==> src/rtl/grey_seq_monitor_if.sv <==
// Bundle between the Gray-code counter, its monitor and whoever consumes the monitor status.
// master drives the sampled count and control; slave is the monitor itself.
interface grey_seq_monitor_if #(
    parameter int unsigned SIZE    = 3,
    parameter int unsigned EPOCH_W = 8
);
    logic               sample_en;
    logic [SIZE-1:0]    grey_in;
    logic               wrap_in;
    logic               clear_err;
    logic [SIZE-1:0]    bin_out;
    logic [EPOCH_W-1:0] epoch_out;
    logic               valid;
    logic               locked;
    logic               err_step;
    logic               err_wrap;
    logic               fault;

    modport master (
        output sample_en, grey_in, wrap_in, clear_err,
        input  bin_out, epoch_out, valid, locked, err_step, err_wrap, fault
    );

    modport slave (
        input  sample_en, grey_in, wrap_in, clear_err,
        output bin_out, epoch_out, valid, locked, err_step, err_wrap, fault
    );
endinterface

==> src/rtl/grey_seq_monitor.sv <==
// Gray-code sequence monitor: converts samples to binary, checks step size and wrap alignment,
// counts wraps while trusted, and tracks trust with an IDLE/LOCK/TRACK/FAULT state machine.
module grey_seq_monitor #(
    parameter int unsigned SIZE       = 3,
    parameter int unsigned EPOCH_W    = 8,
    parameter int unsigned LOCK_CNT   = 2,
    parameter bit          ALLOW_HOLD = 1'b0
) (
    input logic               clk,
    input logic               reset,
    grey_seq_monitor_if.slave bus
);
    localparam int unsigned LockW = $clog2(LOCK_CNT + 1);

    typedef enum logic [1:0] {StIdle, StLock, StTrack, StFault} state_e;

    state_e             state_q;
    logic [SIZE-1:0]    bin_q;
    logic [EPOCH_W-1:0] epoch_q;
    logic               valid_q;
    logic               err_step_q;
    logic               err_wrap_q;
    logic [LockW-1:0]   lock_cnt_q;

    logic [SIZE-1:0]  bin_now;
    logic [SIZE-1:0]  step;
    logic             step_legal;
    logic             rollover;
    logic             wrap_bad;
    logic [LockW-1:0] lock_next;

    always_comb begin
        bin_now = '0;
        bin_now[SIZE-1] = bus.grey_in[SIZE-1];
        for (int i = int'(SIZE) - 2; i >= 0; i--) begin
            bin_now[i] = bin_now[i+1] ^ bus.grey_in[i];
        end
        // Step is taken modulo 2^SIZE so the 2^SIZE-1 -> 0 rollover reads as +1.
        step       = bin_now - bin_q;
        step_legal = (step == SIZE'(1)) || (ALLOW_HOLD && (step == '0));
        rollover   = (bin_q == '1) && (bin_now == '0);
        wrap_bad   = bus.wrap_in != rollover;
        lock_next  = lock_cnt_q + LockW'(1);
    end

    always_ff @(posedge clk) begin
        if (reset) begin
            state_q    <= StIdle;
            bin_q      <= '0;
            epoch_q    <= '0;
            valid_q    <= 1'b0;
            err_step_q <= 1'b0;
            err_wrap_q <= 1'b0;
            lock_cnt_q <= '0;
        end else begin
            err_step_q <= 1'b0;
            err_wrap_q <= 1'b0;
            if (bus.sample_en) begin
                bin_q <= bin_now;
            end
            unique case (state_q)
                StIdle: begin
                    if (bus.sample_en) begin
                        valid_q    <= 1'b1;
                        lock_cnt_q <= '0;
                        state_q    <= StLock;
                    end
                end
                StLock: begin
                    if (bus.sample_en) begin
                        if (step_legal && !wrap_bad) begin
                            // A legal hold neither advances nor breaks the lock run.
                            if (step != '0) begin
                                lock_cnt_q <= lock_next;
                                if (lock_next == LockW'(LOCK_CNT)) begin
                                    state_q <= StTrack;
                                end
                            end
                        end else begin
                            lock_cnt_q <= '0;
                        end
                    end
                end
                StTrack: begin
                    if (bus.sample_en) begin
                        err_step_q <= !step_legal;
                        err_wrap_q <= wrap_bad;
                        if (!step_legal || wrap_bad) begin
                            state_q <= StFault;
                        end else if (rollover) begin
                            epoch_q <= epoch_q + EPOCH_W'(1);
                        end
                    end
                end
                StFault: begin
                    if (bus.clear_err) begin
                        state_q <= StIdle;
                    end
                end
                default: state_q <= StIdle;
            endcase
        end
    end

    assign bus.bin_out   = bin_q;
    assign bus.epoch_out = epoch_q;
    assign bus.valid     = valid_q;
    assign bus.locked    = (state_q == StTrack);
    assign bus.err_step  = err_step_q;
    assign bus.err_wrap  = err_wrap_q;
    assign bus.fault     = (state_q == StFault);
endmodule
==> src/flat_wrapper.sv <==
// flat-port wrapper written by rule: the top's interface ports become plain ports
module grey_seq_monitor_flat 
#(
    parameter int unsigned SIZE       = 3,
    parameter int unsigned EPOCH_W    = 8,
    parameter int unsigned LOCK_CNT   = 2,
    parameter bit          ALLOW_HOLD = 1'b0
)
  (clk, reset, bus_sample_en, bus_grey_in, bus_wrap_in, bus_clear_err, bus_bin_out, bus_epoch_out, bus_valid, bus_locked, bus_err_step, bus_err_wrap, bus_fault);
  grey_seq_monitor_if #(.SIZE(SIZE), .EPOCH_W(EPOCH_W)) bus_i ();
  input logic clk;
  input logic reset;
  input wire logic [$bits(bus_i.sample_en)-1:0] bus_sample_en;
  input wire logic [$bits(bus_i.grey_in)-1:0] bus_grey_in;
  input wire logic [$bits(bus_i.wrap_in)-1:0] bus_wrap_in;
  input wire logic [$bits(bus_i.clear_err)-1:0] bus_clear_err;
  output wire logic [$bits(bus_i.bin_out)-1:0] bus_bin_out;
  output wire logic [$bits(bus_i.epoch_out)-1:0] bus_epoch_out;
  output wire logic [$bits(bus_i.valid)-1:0] bus_valid;
  output wire logic [$bits(bus_i.locked)-1:0] bus_locked;
  output wire logic [$bits(bus_i.err_step)-1:0] bus_err_step;
  output wire logic [$bits(bus_i.err_wrap)-1:0] bus_err_wrap;
  output wire logic [$bits(bus_i.fault)-1:0] bus_fault;
  assign bus_i.sample_en = bus_sample_en;
  assign bus_i.grey_in = bus_grey_in;
  assign bus_i.wrap_in = bus_wrap_in;
  assign bus_i.clear_err = bus_clear_err;
  assign bus_bin_out = bus_i.bin_out;
  assign bus_epoch_out = bus_i.epoch_out;
  assign bus_valid = bus_i.valid;
  assign bus_locked = bus_i.locked;
  assign bus_err_step = bus_i.err_step;
  assign bus_err_wrap = bus_i.err_wrap;
  assign bus_fault = bus_i.fault;
  grey_seq_monitor #(.SIZE(SIZE), .EPOCH_W(EPOCH_W), .LOCK_CNT(LOCK_CNT), .ALLOW_HOLD(ALLOW_HOLD)) u_core (.clk(clk), .reset(reset), .bus(bus_i));
endmodule
==> config.mk <==
export PLATFORM = sky130hd
export DESIGN_NAME = grey_seq_monitor_flat
export DESIGN_NICKNAME = d
export VERILOG_FILES = /design/src/rtl/grey_seq_monitor_if.sv /design/src/rtl/grey_seq_monitor.sv /design/src/flat_wrapper.sv
export SDC_FILE = /design/constraint.sdc
export NUM_CORES = 1
export LEC_CHECK = 0
export CAP_MARGIN = 20
export CORE_AREA = 10 10 52 62
export CTS_BUF_LIST = sky130_fd_sc_hd__clkbuf_16
export CTS_CLUSTER_DIAMETER = 100
export CTS_CLUSTER_SIZE = 10
export DETAILED_ROUTE_END_ITERATION = 10
export DIE_AREA = 0 0 62 72
export GPL_ROUTABILITY_DRIVEN = 0
export PLACE_DENSITY = 0.8
export SYNTH_ARGS = -nofsm -noshare
export SYNTH_HDL_FRONTEND = slang
export SYNTH_SLANG_ARGS = --single-unit
==> constraint.sdc <==
create_clock -name clk -period 5.44 [get_ports clk]
set_clock_uncertainty 0.05 [all_clocks]
set_input_delay 1.088 -clock clk [delete_from_list [all_inputs] [get_ports clk]]
set_output_delay 1.088 -clock clk [all_outputs]
set_load 0.005 [all_outputs]
## After elaboration in Yosys (flattened, before gate mapping)

Cells that the tools add are included.

| storage, ports and cells | value |
|---|---|
| register bits | 18 |
| bits in latches | 0 |
| bits in writable memories | 0 |
| bits in read-only memories | 0 |
| bits of input ports | 8 |
| output and inout port bits | 16 |
| word-level logic and storage cells | 59 |
| memories kept | 0 |

| cells by class | value |
|---|---|
| add/sub/neg operators | 3 |
| $mul | 0 |
| div/mod/pow operators | 0 |
| order comparisons | 0 |
| equality and inequality tests | 16 |
| shift-type cells | 0 |
| muxes and demuxes | 14 |
| bitwise operators | 5 |
| reduce and logical (&&, ||, !) cells | 14 |

Operator list:

| cell | number |
|---|---|
| 2-bit two-way mux | 12 |
| 8-bit by 1-bit adder with 8-bit output (second input constant) | 1 |
| 2-bit by 1-bit inequality test with 1-bit output (second input constant) | 4 |
| 2-bit inequality test (second input constant) | 4 |
| 2-bit case mux with 4 select lines | 1 |
| 4-bit AND reduction | 2 |
| 8-bit AND reduction | 1 |
| 2-bit equality test (second input constant) | 3 |
| 2-bit case mux with 2 select lines | 1 |
| 3-bit by 1-bit equality test with 1-bit output (second input constant) | 1 |
| 3-bit equality test (second input constant) | 1 |
| 3-bit zero test | 1 |
| 3-bit inequality test (second input constant) | 1 |
| 1-bit NOT | 3 |
| 3-bit nonzero test | 1 |
| 3-bit OR reduction | 1 |
| 3-bit subtractor | 1 |
| 2-bit by 1-bit adder with 2-bit output (second input constant) | 1 |
| 2-bit by 1-bit equality test with 1-bit output (second input constant) | 1 |
| 1-bit logical AND | 2 |
| 1-bit zero test | 2 |
| 2-bit zero test | 1 |
| 2-bit AND reduction | 1 |
| 2-bit nonzero test | 1 |
| other kinds (3) | 4 |

## Depth between registers and ports, before layout

| depth | value |
|---|---|
| word-level depth | 10 |
| mapped depth | 13 |
| depth with buffers taken out | 11 |

## Worst setup path after synthesis

No wires, ideal clock.

| timing path | value |
|---|---|
| path kind | input to register |
| start | input bus_grey_in[2] |
| end | register u_core.epoch_q[6], in the netlist u_core.bus.epoch_out[6] |
| library setup time | 70 ps |
| data arrival time | 3,724 ps |
| data required time | 5,320 ps |
| setup slack | 1,596 ps |
| stages | 13 |
| buffers on the path | 2 |
| cells stage by stage | xnor2_1 > ha_1 > inv_1 > ha_1 > inv_1 > fa_1 > xnor3_1 > or3_1 > buf_6 > or2_1 > clkbuf_2 > or4_1 > a21oi_1 |

| on the way | value |
|---|---|
| longest elaborated chain between the ends | 8 |
| elaborated cells on any way between the ends | 11 |
| classes of those cells | 1 x add/sub; 2 x eq/ne; 3 x bitwise; 5 x reduce/logical |

RTL lines:

| item | line | source |
|---|---|---|
| start, declared | flat_wrapper.sv:14 | `input wire logic [$bits(bus_i.grey_in)-1:0] bus_grey_in;` |
| 1-bit bitwise XOR (*) (2 in series) | grey_seq_monitor.sv:36 | `bin_now[i] = bin_now[i+1] ^ bus.grey_in[i];` |
| via u_core.bin_now[0] | grey_seq_monitor.sv:25 | `logic [SIZE-1:0] bin_now;` |
| 3-bit subtractor or 3-bit zero test (tied branches) | grey_seq_monitor.sv:39, grey_seq_monitor.sv:41 |  |
| 3-bit by 1-bit equality test with 1-bit output or 1-bit logical AND (tied branches) | grey_seq_monitor.sv:40, grey_seq_monitor.sv:41 |  |
| 1-bit zero test or 1-bit inequality test (tied branches) | grey_seq_monitor.sv:88, grey_seq_monitor.sv:42 |  |
| 1-bit logical OR | grey_seq_monitor.sv:88 | `if (!step_legal \|\| wrap_bad) begin` |
| 1-bit NOT (no source line) | -- |  |
| 4-bit AND reduction (no source line) (*) | -- |  |
| end signal, assigned | grey_seq_monitor.sv:91 | `epoch_q <= epoch_q + EPOCH_W'(1);` |
| end, declared | grey_seq_monitor.sv:19 | `logic [EPOCH_W-1:0] epoch_q;` |

Mark *: on every way through the listed nets, which the timed path passes. The rest lies on a longest branch.
A chain may end at the register's enable or synchronous reset.

## Final worst setup path

| timing path | value |
|---|---|
| start | input bus_grey_in[2] |
| end | register u_core.state_q[0] |

| on the way | value |
|---|---|
| longest elaborated chain between the ends | 9 |
| elaborated cells on any way between the ends | 16 |
| classes of those cells | 1 x add/sub; 5 x eq/ne; 2 x bitwise; 8 x reduce/logical |

RTL lines:

| item | line | source |
|---|---|---|
| 1-bit bitwise XOR (*) (2 in series) | grey_seq_monitor.sv:36 |  |
| via u_core.bin_now[0] | grey_seq_monitor.sv:25 |  |
| branches (longest 6 deep; another with 3-bit subtractor) | -- |  |
| 8-bit AND reduction (no source line) (*) | -- |  |
| end signal, assigned | grey_seq_monitor.sv:66 | `state_q <= StLock;` |
| end signal, assigned | grey_seq_monitor.sv:76 | `state_q <= StTrack;` |
| end signal, assigned | grey_seq_monitor.sv:89 | `state_q <= StFault;` |
| end, declared | grey_seq_monitor.sv:17 | `state_e state_q;` |

Mark *: on every way through the listed nets, which the timed path passes.

==> results.toml <==
[status]
status = "complete, no violations"

[clocking]
cts_made_buffers = 3
cts_buffer_depth = 2
root_buffer = "clkbuf_16"
cts_tree = "built"
ctsHoldBuffers = 0
cts_setup_buffers = 0
clock-sinks = 18
clkLatencyLatePin_ps = 250
clk_pin_slew_ps = 50
cts_max_level = 1
post_cts_resize_count = 0

[timing]
final.setup.tns_ps = 0
hold_viol_final = 0
slew_viol_final = 0
rsz0062_at_grt = "false"
setup_ws_ps = 1080
holdWs_ps = 414
finalCritPeriodShare = 0.802
timing.fmax_ghz = 0.229
fin_crit_ps = 4360
finalSetupViolations = 0
worstMarginPinSlew_ps = 649
slew_headroom = 0.566

[power]
power_per_cell_area_mw_per_mm2 = 325
p_int_uw = 307
pwr-share-clk = 0.331
power_leakage_uw = 0.000512
p_sw_uw = 128
swShare = 0.293
ir_worst_vdd_mv = 0.269
p_comb_frac = 0.314
p_seq_frac = 0.356

[cells_and_area]
post-route-cell-area_sq_mm = 0.00134
diodes = 0
nets = 157
drive_gt1_frac = 0.0435
n_fill_cell = 176
layout.cells.non_filler = 168
syn2layout_area_growth_pct = 30.8

[die]
io_pins = 24
rows = 18
dieArea_sq_mm = 0.00446
core_area_sq_mm = 0.00205
die_y_microns = 72
die_w_microns = 62
start_util = 0.499

[synthesis]
async_flop_share = 0
yosys_warnings = 0
synth_area_leaders = "dfxtp_1 35%, ha_1 9.8%, nor2_1 6.2%"
syn_nets = 134
syn_avg_cell_area_sq_um = 8.74
synth_top_area_share = 0.353
synth_top_area_cell = "dfxtp_1"
synth_seq_cells = 18
syn_inst = 117
netlist_area_sq_mm = 0.00102
synth-edff-count = 0
synthFlopType = "dfxtp_1"
synth.most_common_cell = "dfxtp_1"
synth_common_cells = "18 x dfxtp_1, 17 x nor2_1, 10 x inv_1, 8 x ha_1, 7 x nand2_1"
synth.distinct_cells = 39
seq_area_frac_synth = 0.353

[worst_hold_path]
hold_depth = 2
hold_start = "u_core.bus.valid"
hold_end = "u_core.bus.valid"
hp-class = "reg -> reg"

[global_route]
grt_max_degree = 20
antenna_found_initial = 0
grt.overflow.total = 0
first_global_vias = 889
grt_pass1_wl_microns = 3940
grt.total_usage = 0.111

[critical_path]
reg2reg_depth = 8
r2r_slack_ps = 2600
arrival_ps = 4400
path_class = "in -> reg"
cp-start-kind = "primary input"
cp.required_ps = 5480
worstReg2RegStart = "u_core.bus.bin_out[0]"
cp_max_fo = 9
r2r-end = "u_core.state_q[0]"
critPathMaxStageDelay_ps = 490
worst_setup_path_end_kind = "register"
cp_cell_sequence = "clkdlybuf4s50_1 -> xnor2_1 -> ha_1 -> inv_1 -> ha_1 -> inv_1 -> fa_1 -> xnor3_1 -> or3_1 -> or3_4 -> a311oi_1 -> a221oi_1"
slowest_stage = "clkdlybuf4s50_1"

[placed_design]
dp.cells = 165
post-place-ws_ps = 794
port_buffers = 23
dpl.hpwl_microns = 1790
placed_area_sq_mm = 0.00126

[drt]
drtIter0Drc = 15
drc = 0
wire_per_inst_microns = 13.9
route.vias.total = 859
drt_pre_antenna_iters = 4
totalWireLength_microns = 2340
via_per_inst = 5.11
drtAntennaViolNets = 0

[run]
maxCapViolCount = 0
## stage by stage
stage | power, uW | util
after CTS | 438 | 0.653
after floorplan | 251 | -
after global routing | 465 | 0.653
after global placement | 290 | 0.616
final | 435 | 0.653
after detailed placement | 295 | 0.616
## cell families (layout without fill, tap and decap cells)
| kind of cell | count (synthesis) | after routing | synth area share |
|---|---|---|---|
| AO/OA/AOI/OAI | 14 | 14 | 0.0992 |
| XOR/XNOR | 8 | 8 | 0.0820 |
| adder cells (fa/ha/maj) | 9 | 9 | 0.118 |
| buffers and inverters | 15 | 36 | 0.0636 |
| flip-flops | 18 | 18 | 0.353 |
| multiplexers | 4 | 4 | 0.0392 |
| AND/OR/NAND/NOR | 49 | 49 | 0.246 |
## how the worst max path moves through the flow
stage / cells after the start / end / start / slack [ps]
3_3_place_gp: 12 / u_core.state_q[0] / bus_grey_in[2] / 950
6_report: 12 / u_core.state_q[0] / bus_grey_in[2] / 1080
5_1_grt: 12 / u_core.state_q[0] / bus_grey_in[2] / 910
2_1_floorplan: 13 / u_core.bus.epoch_out[6] / bus_grey_in[2] / 1600
3_5_place_dp: 12 / u_core.state_q[0] / bus_grey_in[2] / 790
4_1_cts: 12 / u_core.state_q[0] / bus_grey_in[2] / 1070
## cells in the final DEF, fill, tap and decap left out
master and count:
or4_1 1, o211ai_1 1, nor4_1 2, a21boi_0 1, and4b_2 1, nand3_1 3, ha_1 8, nand2b_1 3
inv_1 10, or2_2 1, a311oi_1 1, nor3_1 5, nor2_1 17, xnor3_1 1, nor2b_1 2, dfxtp_1 18
xnor2_1 6, or3_1 2, o31a_1 2, and3_1 1, o2111ai_1 1, mux2i_1 4, or3_4 1, o21a_1 1
xor2_1 1, o21ai_0 2, or2_1 1, clkbuf_16 3, a211oi_1 1, and3b_1 1, nand2_1 7, clkdlybuf4s50_1 23
a21oi_1 2, fa_1 1, nor3b_1 1, a221oi_1 1, o31ai_1 1
## state kept, by name (all words and copies together) (netlist names)
signal and count:
u_core.bus.err_wrap 1, u_core.bus.valid 1, u_core.state_q 2, u_core.bus.bin_out 3
u_core.lock_cnt_q 2, u_core.bus.err_step 1, u_core.bus.epoch_out 8
## power by group through the flow
stage                     clock, uW  sequential, uW  combinational, uW
final                           144             155                136
after global placement            0             156                134
after global routing            151             157                158
after CTS                       144             155                139
after floorplan                   0             156               95.4
after detailed placement          0             158                137
## worst max-delay path: cells and delay by family
kind / cells / cell delay (ps)
fa+ha+maj: 3 / 790
xor+xnor: 2 / 460
simple gates: 2 / 900
buf+inv: 3 / 610
compound gates: 2 / 560
## layout make-up
class	instances	area [sq um]	share of cell area
clock buffers	3	75.1	0.0561
inverters	10	37.5	0.0281
multi-input cells	84	597	0.446
flip-flops and latches	18	360	0.269
well taps	30	37.5	0.0281
repair buffers	23	230	0.172
## metal layers
metal | wire [microns] | vias up | global-route usage
li1 | - | 442 | -
met1 | 977 | 397 | 0.126
met2 | 1140 | 18 | 0.179
met3 | 199 | 2 | 0.0523
met4 | 16 | 0 | 0.0323
met5 | 0 | - | 0
Note: power is estimated with default switching activity, not from simulation.
==> variant, RTL diff (same settings) <==
`SIZE` is set to 3 in 3 places; all go to 5.
--- a/src/rtl/grey_seq_monitor_if.sv
+++ b/src/rtl/grey_seq_monitor_if.sv
@@ -1,7 +1,7 @@
 // Bundle between the Gray-code counter, its monitor and whoever consumes the monitor status.
 // master drives the sampled count and control; slave is the monitor itself.
 interface grey_seq_monitor_if #(
-    parameter int unsigned SIZE    = 3,
+    parameter int unsigned SIZE    = 5,
     parameter int unsigned EPOCH_W = 8
 );
     logic               sample_en;
--- a/src/rtl/grey_seq_monitor.sv
+++ b/src/rtl/grey_seq_monitor.sv
@@ -1,7 +1,7 @@
 // Gray-code sequence monitor: converts samples to binary, checks step size and wrap alignment,
 // counts wraps while trusted, and tracks trust with an IDLE/LOCK/TRACK/FAULT state machine.
 module grey_seq_monitor #(
-    parameter int unsigned SIZE       = 3,
+    parameter int unsigned SIZE       = 5,
     parameter int unsigned EPOCH_W    = 8,
     parameter int unsigned LOCK_CNT   = 2,
     parameter bit          ALLOW_HOLD = 1'b0
--- a/src/flat_wrapper.sv
+++ b/src/flat_wrapper.sv
@@ -1,7 +1,7 @@
 // flat-port wrapper written by rule: the top's interface ports become plain ports
 module grey_seq_monitor_flat 
 #(
-    parameter int unsigned SIZE       = 3,
+    parameter int unsigned SIZE       = 5,
     parameter int unsigned EPOCH_W    = 8,
     parameter int unsigned LOCK_CNT   = 2,
     parameter bit          ALLOW_HOLD = 1'b0
Ports: changed (resized bus_bin_out and bus_grey_in); port bits go from 24 to 28. The function was not compared with the original's and may differ.
==> variant against the original RTL <==
Synthesized area up 16%; highest routed layer unchanged; worst hold slack worse by 0.0086 ns; die area unchanged; setup slack worse by 0.53 ns; sequential share of layout area down 1.5 points; wire length up 9.3%; critical endpoint is now u_core.bus.epoch_out[7]; combinational power up 24%; sequential cell count up 2; cell area up 18%; critical path depth up 2; total power up 24%; sequential power up 11%; non-clock buffer count up 4.
==> variant: results (changes against the original RTL) <==
First-pass GRT wire length: 4240 µm (was 3940 µm)
Longest Clk Path Bufs: 2 (unchanged)
Total GRT Usage: 0.121 (was 0.111)
Placed Instances: 187 (was 165)
Crit path max-delay family: adder cells (was simple AND/OR/NAND/NOR gates)
DR vias: 1028 (was 859)
DP Wirelength: 2010 µm (was 1790 µm)
Largest net degree at the start of global routing: 22 (was 20)
PortBufs: 27 (was 23)
Slowest CP cell: or4_1 (was clkdlybuf4s50_1)
Routed WL per cell: 13.4 µm (was 13.9 µm)
Max-Slew Margin vs Limit: 0.521 (was 0.566)
Syn Nets: 157 (was 134)
# fillers: 143 (was 176)
Synth Area in Adders: 0.144 (was 0.118)
Leak: 0.613 nW (was 0.512 nW)
Register area share after synthesis: 0.339 (was 0.353)
Maximum vdd drop: 0.000264 V (was 0.000269 V)
Cells taking the most area after synthesis: dfxtp_1, ha_1, xnor2_1 (was dfxtp_1, ha_1, nor2_1)
Synth Area in XOR/XNOR: 0.0593 (was 0.0820)
Yosys cell types: 34 (was 39)
Worst EP arrival: 5.01 ns (was 4.40 ns)
Layout cell share with drive strength beyond 1: 0.0497 (was 0.0435)
Syn_area_per_cell: 8.82 µm² (was 8.74 µm²)
Synth cell count leaders: dfxtp_1, inv_1, ha_1, nor2_1, a21oi_1 (was dfxtp_1, nor2_1, inv_1)
Ys async rst share: 0 (unchanged)
Via density: 5.38 (was 5.11)
CTS Buf Count: 3 (unchanged)
Crit Path Max Fanout: 14 (was 9)
Status: completed (unchanged)
Sw Pwr: 155 µW (was 128 µW)
CP max stage delay: 0.60 ns (was 0.49 ns)
Number of global-route vias before repair: 1010 (was 889)
Compound-cell area share of the yosys netlist: 0.132 (was 0.0991)
Setup_tns: 0 ns (unchanged)
Initial drt markers: 17 (was 15)
Post-synthesis mux area share: 0.0508 (was 0.0392)
variant: through the flow:
| stage | setup WS, ns | area (µm²) | hold WS (ns) | util | power [mW] |
|---|---|---|---|---|---|
| 5_1_grt | 0.200 | 1570 | 0.434 | 0.767 | 0.576 |
| 3_5_place_dp | 0.256 | 1470 | 0.404 | 0.716 | 0.341 |
| 4_1_cts | 0.515 | 1570 | 0.410 | 0.767 | 0.547 |
| 3_3_place_gp | 0.454 | 1470 | 0.392 | 0.716 | 0.333 |
| 6_report | 0.549 | 1570 | 0.406 | 0.767 | 0.541 |
| 2_1_floorplan | 1.32 | 1180 | 0.382 | - | 0.288 |
variant: final timing paths:
kind                              start                 endpoint  slack (ns)
hold / removal     u_core.lock_cnt_q[1]     u_core.lock_cnt_q[1]        0.41
setup / recovery         bus_grey_in[4]  u_core.bus.epoch_out[7]        0.55
setup reg to reg  u_core.bus.bin_out[0]  u_core.bus.epoch_out[7]        2.70
hold reg to reg    u_core.lock_cnt_q[1]     u_core.lock_cnt_q[1]        0.41
variant: metal layers:
metal / part of all wire / global-route usage
met3: 0.072 / 0.0436
met4: 0.028 / 0.0622
met5: 0 / 0
met2: 0.49 / 0.205
met1: 0.41 / 0.126
variant: layout make-up:
type,count,share of cell area
Clock inverter,1,0.0191
Tap cell,30,0.0239
Timing Repair Buffer,27,0.172
Multi-Input combinational cell,96,0.449
Clock buffer,3,0.0477
Inverter,14,0.0334
Sequential cell,20,0.255
variant: power by group through the flow:
stage	clock, mW	combinational [mW]	sequential, mW
after floorplan	0	0.114	0.174
after global placement	0	0.158	0.175
after detailed placement	0	0.165	0.175
after CTS	0.205	0.170	0.172
after global routing	0.211	0.190	0.174
final	0.201	0.168	0.172
